==> src/rtl/euler_pkg.sv <==
// Shared constants for the Euler job scheduler: FSM encoding and default sizing.
package euler_pkg;

  localparam int SUM_W_DEF   = 32;
  localparam int LIM_W_DEF   = 16;
  localparam int DIV_W_DEF   = 8;
  localparam int TIMEOUT_DEF = 70000;

  localparam logic [1:0] ST_IDLE  = 2'd0;
  localparam logic [1:0] ST_CHECK = 2'd1;
  localparam logic [1:0] ST_RUN   = 2'd2;
  localparam logic [1:0] ST_DONE  = 2'd3;

endpackage

==> src/rtl/mult_sum_core.sv <==
// Sums every n in [0,limit) divisible by div_a or div_b, one n per cycle,
// tracking divisibility with wrap-around residue counters instead of a divider.
module mult_sum_core
  import euler_pkg::*;
#(
  parameter int SUM_W = SUM_W_DEF,
  parameter int LIM_W = LIM_W_DEF,
  parameter int DIV_W = DIV_W_DEF
) (
  input  logic             clk,
  input  logic             reset,
  input  logic             start,
  input  logic [LIM_W-1:0] limit,
  input  logic [DIV_W-1:0] div_a,
  input  logic [DIV_W-1:0] div_b,
  output logic             done,
  output logic [SUM_W-1:0] sum
);

  logic             active_reg;
  logic [LIM_W-1:0] n_reg;
  logic [DIV_W-1:0] ra_reg;
  logic [DIV_W-1:0] rb_reg;
  logic [SUM_W-1:0] acc_reg;
  logic             hit;
  logic [SUM_W-1:0] contrib;

  // A common multiple hits both residues at once but is still added only once.
  assign hit     = active_reg && ((ra_reg == '0) || (rb_reg == '0));
  assign contrib = hit ? SUM_W'(n_reg) : '0;

  // sum includes the n examined this cycle, so a caller stopping early can latch it.
  assign sum  = acc_reg + contrib;
  assign done = active_reg && (n_reg == limit - LIM_W'(1));

  always_ff @(posedge clk or negedge reset) begin
    if (!reset) begin
      active_reg <= 1'b0;
      n_reg      <= '0;
      ra_reg     <= '0;
      rb_reg     <= '0;
      acc_reg    <= '0;
    end else if (start) begin
      active_reg <= 1'b1;
      n_reg      <= '0;
      ra_reg     <= '0;
      rb_reg     <= '0;
      acc_reg    <= '0;
    end else if (active_reg) begin
      acc_reg <= sum;
      n_reg   <= n_reg + LIM_W'(1);
      ra_reg  <= (ra_reg == div_a - DIV_W'(1)) ? '0 : ra_reg + DIV_W'(1);
      rb_reg  <= (rb_reg == div_b - DIV_W'(1)) ? '0 : rb_reg + DIV_W'(1);
      if (done) begin
        active_reg <= 1'b0;
      end
    end
  end

endmodule

==> src/rtl/euler_job_sched.sv <==
// Job scheduler around mult_sum_core: accept handshake, divisor/limit screening,
// RUN cycle counting with timeout, abort, and a held result until taken.
module euler_job_sched
  import euler_pkg::*;
#(
  parameter int SUM_W   = SUM_W_DEF,
  parameter int LIM_W   = LIM_W_DEF,
  parameter int DIV_W   = DIV_W_DEF,
  parameter int TIMEOUT = TIMEOUT_DEF
) (
  input  logic             clk,
  input  logic             reset,
  input  logic             job_valid,
  output logic             job_ready,
  input  logic [LIM_W-1:0] job_limit,
  input  logic [DIV_W-1:0] job_div_a,
  input  logic [DIV_W-1:0] job_div_b,
  input  logic             abort,
  output logic             res_valid,
  input  logic             res_ready,
  output logic [SUM_W-1:0] res_sum,
  output logic [31:0]      res_cycles,
  output logic             res_err,
  output logic             busy
);

  logic [1:0]       state_reg;
  logic [LIM_W-1:0] lim_reg;
  logic [DIV_W-1:0] a_reg;
  logic [DIV_W-1:0] b_reg;
  logic [31:0]      cyc_reg;
  logic [SUM_W-1:0] res_sum_reg;
  logic [31:0]      res_cycles_reg;
  logic             res_err_reg;
  logic             div_zero;
  logic             core_start;
  logic             core_done;
  logic [SUM_W-1:0] core_sum;

  assign div_zero   = (a_reg == '0) || (b_reg == '0);
  assign core_start = (state_reg == ST_CHECK) && !abort && !div_zero && (lim_reg != '0);

  assign job_ready  = (state_reg == ST_IDLE);
  assign busy       = (state_reg != ST_IDLE);
  assign res_valid  = (state_reg == ST_DONE);
  assign res_sum    = res_sum_reg;
  assign res_cycles = res_cycles_reg;
  assign res_err    = res_err_reg;

  mult_sum_core #(
    .SUM_W(SUM_W),
    .LIM_W(LIM_W),
    .DIV_W(DIV_W)
  ) u_core (
    .clk  (clk),
    .reset(reset),
    .start(core_start),
    .limit(lim_reg),
    .div_a(a_reg),
    .div_b(b_reg),
    .done (core_done),
    .sum  (core_sum)
  );

  always_ff @(posedge clk or negedge reset) begin
    if (!reset) begin
      state_reg      <= ST_IDLE;
      lim_reg        <= '0;
      a_reg          <= '0;
      b_reg          <= '0;
      cyc_reg        <= '0;
      res_sum_reg    <= '0;
      res_cycles_reg <= '0;
      res_err_reg    <= 1'b0;
    end else begin
      case (state_reg)
        ST_IDLE: begin
          if (job_valid) begin
            lim_reg   <= job_limit;
            a_reg     <= job_div_a;
            b_reg     <= job_div_b;
            cyc_reg   <= '0;
            state_reg <= ST_CHECK;
          end
        end
        ST_CHECK: begin
          if (abort) begin
            state_reg <= ST_IDLE;
          end else if (div_zero || (lim_reg == '0)) begin
            res_sum_reg    <= '0;
            res_cycles_reg <= '0;
            res_err_reg    <= div_zero;
            state_reg      <= ST_DONE;
          end else begin
            cyc_reg   <= '0;
            state_reg <= ST_RUN;
          end
        end
        ST_RUN: begin
          // Abort beats completion, and completion beats a coincident timeout.
          if (abort) begin
            state_reg <= ST_IDLE;
          end else if (core_done) begin
            res_sum_reg    <= core_sum;
            res_cycles_reg <= cyc_reg + 32'd1;
            res_err_reg    <= 1'b0;
            state_reg      <= ST_DONE;
          end else if (cyc_reg + 32'd1 == 32'(TIMEOUT)) begin
            res_sum_reg    <= core_sum;
            res_cycles_reg <= 32'(TIMEOUT);
            res_err_reg    <= 1'b1;
            state_reg      <= ST_DONE;
          end else begin
            cyc_reg <= cyc_reg + 32'd1;
          end
        end
        default: begin
          if (res_ready) begin
            state_reg <= ST_IDLE;
          end
        end
      endcase
    end
  end

endmodule

==> config.mk <==
export PLATFORM = sky130hd
export DESIGN_NAME = euler_job_sched
export DESIGN_NICKNAME = d
export VERILOG_FILES = /design/src/rtl/euler_pkg.sv /design/src/rtl/mult_sum_core.sv /design/src/rtl/euler_job_sched.sv
export SDC_FILE = /design/constraint.sdc
export NUM_CORES = 1
export LEC_CHECK = 0
export CORE_ASPECT_RATIO = 0.8
export CORE_MARGIN = 2
export CORE_UTILIZATION = 45
export DETAILED_ROUTE_END_ITERATION = 16
export PLACE_DENSITY = 0.65
export SYNTH_ARGS = -nofsm -noshare
export SYNTH_HDL_FRONTEND = slang
export SYNTH_SLANG_ARGS = --single-unit
==> constraint.sdc <==
create_clock -name clk -period 7.3 [get_ports clk]
set_clock_uncertainty 0.15 [all_clocks]
set_input_delay 1.46 -clock clk [delete_from_list [all_inputs] [get_ports clk]]
set_output_delay 1.46 -clock clk [all_outputs]
set_load 0.02 [all_outputs]
== Word level (Yosys, flattened, before mapping) ==
Index checks and enable logic that the tools add are counted.

* Flip-flop bits (word level): 196
* Input bits: 37
* Output and inout port bits: 68
* Word-level logic and storage cells: 108

* Add/subtract/negate cells: 8
* Equal/unequal tests: 16
* Mux-type cells: 45
* Reductions and logical operators: 26

{| class="wikitable"
|+ Operator list
! kind !! count
|-
| $mux 32 || 16
|-
| $pmux 32 s2 || 2
|-
| $pmux 32 s3 || 1
|-
| $mux 16 || 3
|-
| $mux 8 || 6
|-
| $add 32x1->32 const B || 1
|-
| $add 32x32->32 || 1
|-
| $eq 32x17->1 const B || 1
|-
| $logic_not 8->1 || 4
|-
| $add 16x1->16 const B || 1
|-
| $add 8x1->8 const B || 2
|-
| $eq 16x16->1 || 1
|-
| $eq 8x8->1 || 2
|-
| $logic_not 16->1 || 1
|-
| $reduce_bool 16->1 || 1
|-
| $sub 16x1->16 const B || 1
|-
| $sub 8x1->8 const B || 2
|-
| $mux 2 || 6
|-
| $ne 2x2->1 const B || 6
|-
| $mux 1 || 9
|-
| $reduce_and 7->1 || 1
|-
| $pmux 2 s3 || 1
|-
| $reduce_bool 2->1 || 3
|-
| $logic_and 1x1->1 || 5
|-
| other kinds (14) || 18
|}

== Longest topological paths before layout ==
Gate-level depths: netlist of run 1.

* Depth in word-level cells: 9
* Depth in mapped cells: 19
* Gate-level depth less buffers: 18

== By module ==
A second synthesis of run 1 with hierarchy kept.

* Cell total of the unflattened synthesis: 1311
* Area total of the unflattened synthesis: 11979.0 µm²

{| class="wikitable"
|+ By module, submodules not included
! module !! times used !! cells an instance !! area an instance (µm²) !! sequential area each (µm²)
|-
| euler_job_sched || 1 || 661 || 6622.6 || 3278.1
|-
| mult_sum_core || 1 || 650 || 5356.4 || 1626.6
|}

== Least setup slack after synthesis of run 1 ==
OpenSTA, ideal clock, no wires.

* Kind: reg-to-reg
* Start point: register u_core.ra_reg[0]
* End point: register res_sum_reg[25] (netlist: res_sum[25])
* Setup time: 0.095 ns
* Arrival: 4.207 ns
* Required time: 7.055 ns
* Path slack: 2.847 ns
* Cell stages (with the launch flop): 19
* Buffers on the path: 1
* Clock period less this slack: 4.453 ns
* Path through: dfrtp_1 inv_1 ha_1 or4b_2 nor4_1 a31oi_1 nor2b_1 clkbuf_1 and2_1 ha_1 a21o_1 a21oi_1 o21ai_0 a41oi_1 o21ai_0 nor3b_1 nand3_1 xor2_1 o31ai_1

* Longest elaborated chain between the ends: 9

{| class="wikitable"
|+ RTL lines
! item !! RTL line !! text
|-
| start: declaration || mult_sum_core.sv:22 || <nowiki>logic [DIV_W-1:0] ra_reg;</nowiki>
|-
| start signal: assignment || mult_sum_core.sv:52 || <nowiki>ra_reg <= (ra_reg == div_a - DIV_W'(1)) ? '0 : ra_reg + DIV_W'(1);</nowiki>
|-
| $logic_not 8->1 (*) || mult_sum_core.sv:29 || <nowiki>assign hit = active_reg && ((ra_reg == '0) || (rb_reg == '0));</nowiki>
|-
| $logic_or 1x1->1 (*) || mult_sum_core.sv:29 ||
|-
| $logic_and 1x1->1 (*) || mult_sum_core.sv:29 ||
|-
| $mux 16 (*) || mult_sum_core.sv:30 || <nowiki>assign contrib = hit ? SUM_W'(n_reg) : '0;</nowiki>
|-
| $add 32x32->32 (*) || mult_sum_core.sv:33 || <nowiki>assign sum = acc_reg + contrib;</nowiki>
|-
| $mux 32 || euler_job_sched.sv:108 || <nowiki>end else if (cyc_reg + 32'd1 == 32'(TIMEOUT)) begin</nowiki>
|-
| $mux 32 (*) || euler_job_sched.sv:103 || <nowiki>end else if (core_done) begin</nowiki>
|-
| $mux 32 (*) || euler_job_sched.sv:101 || <nowiki>if (abort) begin</nowiki>
|-
| $pmux 32 s2 (*) || euler_job_sched.sv:76 || <nowiki>case (state_reg)</nowiki>
|-
| end signal: assignment || euler_job_sched.sv:104 || <nowiki>res_sum_reg <= core_sum;</nowiki>
|-
| end signal: assignment || euler_job_sched.sv:109 || <nowiki>res_sum_reg <= core_sum;</nowiki>
|-
| end: declaration || euler_job_sched.sv:32 || <nowiki>logic [SUM_W-1:0] res_sum_reg;</nowiki>
|}

Mark *: on every way between the ends. The rest lies on a longest branch, timed or not. The select of a mux whose other input is x is not followed.
A chain may end at the register's enable or synchronous reset.

== Worst setup path after layout of run 1 ==
Ends and elaborated chain as after synthesis.

==> results.ini, run 1 <==
[die]
start_util_pct=45.97
die_h_um=148.2
io_pins=105
die_w_um=184.2
num_rows=52
dieArea_mm2=0.02730
core-area_mm2=0.02544

[global_routing]
grt_pass1_wl_mm=47.29
grt_max_degree=152
grt_pass1_vias=8935
antenna_found_initial=0
grt_usage_pct=21.52
overflow=0

[critical_path]
crit_path_cell_trace=inv_1, ha_1, or4b_2, nor4_1, a31oi_1, nor2b_1, and2_1, ha_1, a21o_1, a21oi_1, o21ai_0, a41oi_1, o21ai_0, nor3b_1, nand3_1, xor2_1, o31ai_1
slowest_stage=nor3b_1
crit_required_ns=7.50
timing.rr.end=res_sum[25]$_DFFE_PN0P_
worstSetupEndpointType=register
max_stage_delay_ns=0.96
r2r.worst_path.cells=17
path_max_fanout=16
ff2ff_setup_slack_ns=1.63
worstSetupPathType=register to register
cp.arrival_ns=5.88
start_kind=register
timing.rr.start=u_core.ra_reg[0]$_DFFE_PN0P_

[sta]
fmax_ghz=0.1762
period_share_pct=77.74
rsz0062_at_grt=false
setup_tns_ns=0
min_period_ns=5.675
drv_slew=0
finalSetupViolCount=0
fin_ws_ns=1.625
slew_headroom_pct=21.90
tightest_slew_ns=1.167
hold_viol=0

[job]
max_cap_violations=0

[clock_network]
clockRootBuffer=clkbuf_16
cts.clk_slew.worst_paths_ns=0.09
numClockSinks=196
clk_latency_ns=0.45
cts_htree_levels=4
holdBufCountCts=0
cts_tree=done
cts_resized=0
post-cts-setup-buffers=0
cts_buffers=17
clockBufferDepth=2

[cells_and_area]
finish.instance_area_mm2=0.01359
drive_gt1_share_pct=8.771
fill_cells=2295
area_growth_syn_to_layout_pct=16.20
diodes=0
layout.nets=1392
final_common_cell=dfrtp_1
final_cell_mix=dfrtp_1, nand2_1, nor2_1, clkdlybuf4s50_1, o21ai_0

[placement]
dpl_cell_area_mm2=0.01295
place.gp.congestion=0.8771
place_ws_ns=1.662
dpl.hpwl_mm=19.73
port-buffer-count=104

[status]
outcome=finished, final reports clean

[hold_path]
min_path_type=register to register
hp-start=res_cycles[18]$_DFFE_PN0P_
holdPathEnd=res_cycles[18]$_DFFE_PN0P_
worst_hold_path.num_cells=2

[yosys]
synth_cells=1262
synth_area_mm2=0.01169
synth_edf_count=0
yosys_register_bits=196
syn_avg_cell_area_um2=9.266
ys.warnings.count=0
ys.flop_type=dfrtp_1
synth_nets=1333
ys_seq_area_share_pct=41.94
ys_types=77
synthArstFlopShare_pct=100.0

[routing]
drc=0
routed_wl_mm=28.54
antenna_left=0
vias=9447
viasPerCell=5.607
routedWlPerCell_um=16.94
drtIter0Drc=773
first_pass_iters=6

[pwr]
peakVddDrop_mv=0.2164
p_leak_uw=0.005789
p_per_area_mw_per_mm2=284.9
power.total_uw=3872

[layout make-up]
class | instances | area [µm²] | area share, %
clock buffer | 17 | 425.4 | 3.131
timing repair buffer | 114 | 1132 | 8.333
multi-input combinational | 948 | 6306 | 46.41
inverter | 44 | 165.2 | 1.215
tap | 351 | 439.2 | 3.232
clock inverter | 15 | 214.0 | 1.575
sequential | 196 | 4906 | 36.11
[cell usage after synthesis, types with 4 or more instances]
| cell type | n | area [µm²] |
|---|---|---|
| a211oi_1 | 7 | 52.55 |
| a21o_1 | 7 | 52.55 |
| a21oi_1 | 30 | 150.1 |
| a22o_1 | 8 | 70.07 |
| a31o_2 | 9 | 78.83 |
| a31oi_1 | 8 | 50.05 |
| a32o_1 | 4 | 40.04 |
| a41o_1 | 6 | 60.06 |
| and2_1 | 28 | 175.2 |
| and3_1 | 19 | 118.9 |
| and4_1 | 7 | 61.31 |
| buf_1 | 4 | 15.01 |
| buf_2 | 15 | 75.07 |
| buf_4 | 5 | 37.54 |
| clkbuf_1 | 46 | 172.7 |
| dfrtp_1 | 196 | 4905 |
| ha_1 | 33 | 412.9 |
| inv_1 | 41 | 153.9 |
| mux2_2 | 38 | 427.9 |
| mux2i_1 | 27 | 270.3 |
| nand2_1 | 152 | 570.6 |
| nand2b_1 | 12 | 75.07 |
| nand3_1 | 44 | 220.2 |
| nand4_1 | 27 | 168.9 |
| nor2_1 | 103 | 386.6 |
| nor2b_1 | 8 | 50.05 |
| nor3_1 | 28 | 140.1 |
| nor3b_1 | 6 | 45.04 |
| nor4_1 | 14 | 87.58 |
| o21ai_0 | 80 | 400.4 |
| o21bai_1 | 5 | 37.54 |
| o31ai_1 | 37 | 277.8 |
| o41ai_1 | 5 | 43.79 |
| or3_1 | 4 | 25.02 |
| or4_1 | 8 | 60.06 |
| xnor2_1 | 73 | 639.4 |
| xor2_1 | 54 | 473.0 |
[critical path, delay by kind of cell, from the launching register on]
| kind | cells | cell delay [ns] |
|---|---|---|
| adder cells (fa/ha/maj) | 2 | 0.33 |
| AO/OA/AOI/OAI | 7 | 1.46 |
| AND/OR/NAND/NOR | 6 | 2.93 |
| XOR/XNOR | 1 | 0.19 |
| buffers and inverters | 1 | 0.09 |
| flip-flops | 1 | 0.46 |
[stage by stage]
stage / utilization (%) / std cells / hold slack, ns
2_1_floorplan: - / 1262 / 0.3301
3_3_place_gp: 50.90 / 1653 / 0.3135
3_5_place_dp: 50.90 / 1653 / 0.3178
4_1_cts: 53.41 / 1685 / 0.3367
5_1_grt: 53.41 / 1685 / 0.3484
6_report: 53.41 / 1685 / 0.3311
[metal layers]
layer	track usage [%]	part of all wire, %	vias to the layer above
met5	0	0	-
met4	5.840	1.7	0
met3	3.501	4.2	34
met2	32.92	45	211
met1	31.68	49	4614
li1	-	-	4588
[logic make-up (layout without fill, tap and decap cells)]
| group | after synthesis | after routing | synth area share, % |
|---|---|---|---|
| XOR/XNOR | 127 | 127 | 9.512 |
| flip-flops | 196 | 196 | 41.94 |
| buffers and inverters | 118 | 190 | 4.312 |
| multiplexers | 68 | 68 | 6.356 |
| AND/OR/NAND/NOR | 484 | 484 | 20.70 |
| AO/OA/AOI/OAI | 235 | 235 | 13.47 |
| adder cells (fa/ha/maj) | 34 | 34 | 3.702 |
[power by group]
| group | switching (µW) | total [µW] | leakage (µW) | internal [µW] |
|---|---|---|---|---|
| Clock | 530 | 1010 | 0.000308 | 483 |
| Sequential | 238 | 1500 | 0.00263 | 1260 |
| Combinational | 787 | 1360 | 0.00285 | 570 |
[worst max-delay path by stage]
| stage | to | start | cells after the start |
|---|---|---|---|
| floorplan | res_sum[25]$_DFFE_PN0P_ | u_core.ra_reg[0]$_DFFE_PN0P_ | 18 |
| global placement | res_sum[25]$_DFFE_PN0P_ | u_core.ra_reg[0]$_DFFE_PN0P_ | 17 |
| detailed placement | res_sum[25]$_DFFE_PN0P_ | u_core.ra_reg[0]$_DFFE_PN0P_ | 17 |
| CTS | res_sum[25]$_DFFE_PN0P_ | u_core.ra_reg[0]$_DFFE_PN0P_ | 17 |
| global route | res_sum[31]$_DFFE_PN0P_ | u_core.ra_reg[0]$_DFFE_PN0P_ | 17 |
| finish | res_sum[25]$_DFFE_PN0P_ | u_core.ra_reg[0]$_DFFE_PN0P_ | 17 |
(Power assumes the default switching activity.)
==> run 2: changes to the inputs <==
--- a/config.mk
+++ b/config.mk
@@ -9,7 +9,7 @@
 export CORE_MARGIN = 2
 export CORE_UTILIZATION = 45
 export DETAILED_ROUTE_END_ITERATION = 16
-export PLACE_DENSITY = 0.65
+export PLACE_DENSITY = 0.67
 export SYNTH_ARGS = -nofsm -noshare
 export SYNTH_HDL_FRONTEND = slang
 export SYNTH_SLANG_ARGS = --single-unit
==> constraint.sdc (replaced) <==
create_clock -name clk -period 5 [get_ports clk]
set_clock_uncertainty 0.15 [all_clocks]
set_input_delay 1 -clock clk [delete_from_list [all_inputs] [get_ports clk]]
set_output_delay 1 -clock clk [all_outputs]
set_load 0.02 [all_outputs]
==> run 2 against run 1 <==
Compared with the run above:
- final area is 0.90% higher
- via count fell by 1.1%
- critical path depth is 1 higher
- sequential cell count unchanged
- sequential power is 46% higher
- worst setup slack lost 1.2 ns
- first-iteration DRC count decreased by 17%
- routed wire length shrank 1.0%
- maximum frequency rose by 25%
- sequential share of layout area fell by 0.32 points
- combinational power grew 48%
- count of clock-buffer cells in the layout rose by 3
- largest cell class unchanged
==> results.ini, run 2 (same netlist as run 1, synthesis figures left out) <==
[status]
outcome=finished, final reports clean

[die]
core-area_mm2=0.02544
die_w_um=184.2
die_h_um=148.2
start_util_pct=45.97
io_pins=105
num_rows=52
dieArea_mm2=0.02730

[job]
max_cap_violations=0

[critical_path]
ff2ff_setup_slack_ns=0.45
timing.rr.end=res_sum[13]$_DFFE_PN0P_
cp.depth=18
worstSetupEndpointType=register
slowest_stage=or4b_2
max_stage_delay_ns=0.58
worstSetupPathType=register to register
cp.arrival_ns=4.76
r2r.worst_path.cells=18
timing.rr.start=u_core.ra_reg[0]$_DFFE_PN0P_
crit_required_ns=5.20
path_max_fanout=11
crit_path_cell_trace=inv_1, ha_1, or4b_2, nor4_1, a31oi_1, nor2b_2, buf_4, and2_1, ha_1, a2111oi_1, o21ai_1, a41oi_1, buf_4, o21ai_0, a21boi_1, xnor2_1, nand2_1, o21ai_0
crit_start=u_core.ra_reg[0]$_DFFE_PN0P_
cp_num_buf_inv=3
crit_end=res_sum[13]$_DFFE_PN0P_
critPathTopFamily=compound AO/OA/AOI/OAI gates
start_kind=register

[routing]
drtIter0Drc=643
routedWlPerCell_um=16.64
drc=0
viasPerCell=5.505
vias=9347
antenna_left=0
first_pass_iters=5
routed_wl_mm=28.25

[sta]
hold_viol=0
tightest_slew_ns=0.8861
slew_headroom_pct=40.78
min_period_ns=4.553
drv_slew=0
rsz0062_at_grt=false
fmax_ghz=0.2197
finalSetupViolCount=0
period_share_pct=91.05

[clock_network]
cts_htree_levels=4
numClockSinks=196
clockRootBuffer=clkbuf_16
cts_tree=done
clk_latency_ns=0.44
cts.clk_slew.worst_paths_ns=0.08
cts_buffers=17
holdBufCountCts=0
clockBufferDepth=2

[cells_and_area]
drive_gt1_share_pct=9.874
final_cell_mix=dfrtp_1, nand2_1, nor2_1, clkdlybuf4s50_1, o21ai_0
area_growth_syn_to_layout_pct=17.25
diodes=0
layout.nets=1405
final_common_cell=dfrtp_1
fill_cells=2282
final_util_pct=53.90

[placement]
dpl.hpwl_mm=19.87
place.gp.congestion=0.8914
port-buffer-count=104

[pwr]
peakVddDrop_mv=0.2399
power.total_uw=5682
p_int_uw=3557
p_sw_share_pct=37.40
power_switching_uw=2125
clkPwrFrac_pct=26.0
sequentialPowerShare_pct=38.6
combPwrFrac_pct=35.3
p_leak_uw=0.005886
p_per_area_mw_per_mm2=414.4

[hold_path]
min_path_type=register to register

[global_routing]
grt_pass1_wl_mm=47.54
overflow=0
grt_usage_pct=21.49
antenna_found_initial=0
grt_max_degree=98
grt_pass1_vias=9110

==> run 2: cell types whose count changed in the layout (fill, tap and decap cells not counted), moves of 3 or more <==
cell	previous run	this run
buf_4	9	21
clkinv_8	5	0
inv_12	5	0
inv_8	3	0
inv_6	2	5
clkinv_4	0	3
bufinv_16	0	3
clkbuf_8	1	4
==> run 2: repair_timing <==
item,CTS,global route
pin swaps,0,0
setup endpoints to repair,6,29
resized for setup,1,6
setup buffers,0,1
==> run 2: power groups by stage <==
stage,Clock (µW),Sequential [µW],Combinational (µW)
floorplan,0,2130,1500
global placement,0,2220,1960
detailed placement,0,2230,2000
CTS,1520,2200,2010
global route,1580,2240,2240
finish,1480,2190,2010
==> run 2: worst register-to-register path, cell delays in order, from the launching register on <==
cell,delay [ns]
dfrtp_1,0.45
inv_1,0.09
ha_1,0.14
or4b_2,0.58
nor4_1,0.24
a31oi_1,0.12
nor2b_2,0.24
buf_4,0.20
and2_1,0.14
ha_1,0.28
a2111oi_1,0.41
o21ai_1,0.16
a41oi_1,0.29
buf_4,0.18
o21ai_0,0.16
a21boi_1,0.21
xnor2_1,0.18
nand2_1,0.09
o21ai_0,0.16
==> run 2: worst min path at each step <==
stage,start,end,cells after the start
after floorplan,cyc_reg[28]$_DFFE_PN0P_,cyc_reg[28]$_DFFE_PN0P_,1
after global placement,res_cycles[14]$_DFFE_PN0P_,res_cycles[14]$_DFFE_PN0P_,2
after detailed placement,res_cycles[23]$_DFFE_PN0P_,res_cycles[23]$_DFFE_PN0P_,2
after CTS,res_cycles[23]$_DFFE_PN0P_,res_cycles[23]$_DFFE_PN0P_,2
after global routing,res_cycles[26]$_DFFE_PN0P_,res_cycles[26]$_DFFE_PN0P_,2
final,res_cycles[23]$_DFFE_PN0P_,res_cycles[23]$_DFFE_PN0P_,2
==> run 2: per-layer routing <==
layer | part of all wire [%] | GRT usage, %
met3 | 3.3 | 3.183
met1 | 48 | 30.32
met2 | 48 | 35.45
met5 | 0 | 0
met4 | 0.93 | 4.200
==> run 2: final cells by class <==
type / count / area, µm² / area share, %
clock inverters: 12 / 165.2 / 1.205
repair buffers: 127 / 1242 / 9.062
well taps: 351 / 439.2 / 3.203
inverters: 44 / 165.2 / 1.205
flip-flops and latches: 196 / 4906 / 35.78
clock buffers: 20 / 466.7 / 3.404
multi-input cells: 948 / 6326 / 46.14
==> run 2: stage by stage <==
step                cell area [µm²]  cells  worst slack (ns)  TNS (ns)  hold WS [ns]
finish                        13710   1698            0.4475         0        0.3272
floorplan                     11690   1262            0.5474         0        0.3301
global placement              13050   1665           0.09992         0        0.3091
CTS                           13690   1697            0.2367         0        0.3312
global route                  13710   1698           0.06764         0        0.3442
detailed placement            13050   1665          -0.06218   -0.1512        0.3150
==> run 3: changes to the inputs <==
--- a/config.mk
+++ b/config.mk
@@ -10,6 +10,7 @@
 export CORE_UTILIZATION = 45
 export DETAILED_ROUTE_END_ITERATION = 16
 export PLACE_DENSITY = 0.67
+export SLEW_MARGIN = 20
 export SYNTH_ARGS = -nofsm -noshare
 export SYNTH_HDL_FRONTEND = slang
 export SYNTH_SLANG_ARGS = --single-unit
==> results of run 3 <==
Final layout, timing and power as in run 2 (identical DEF).
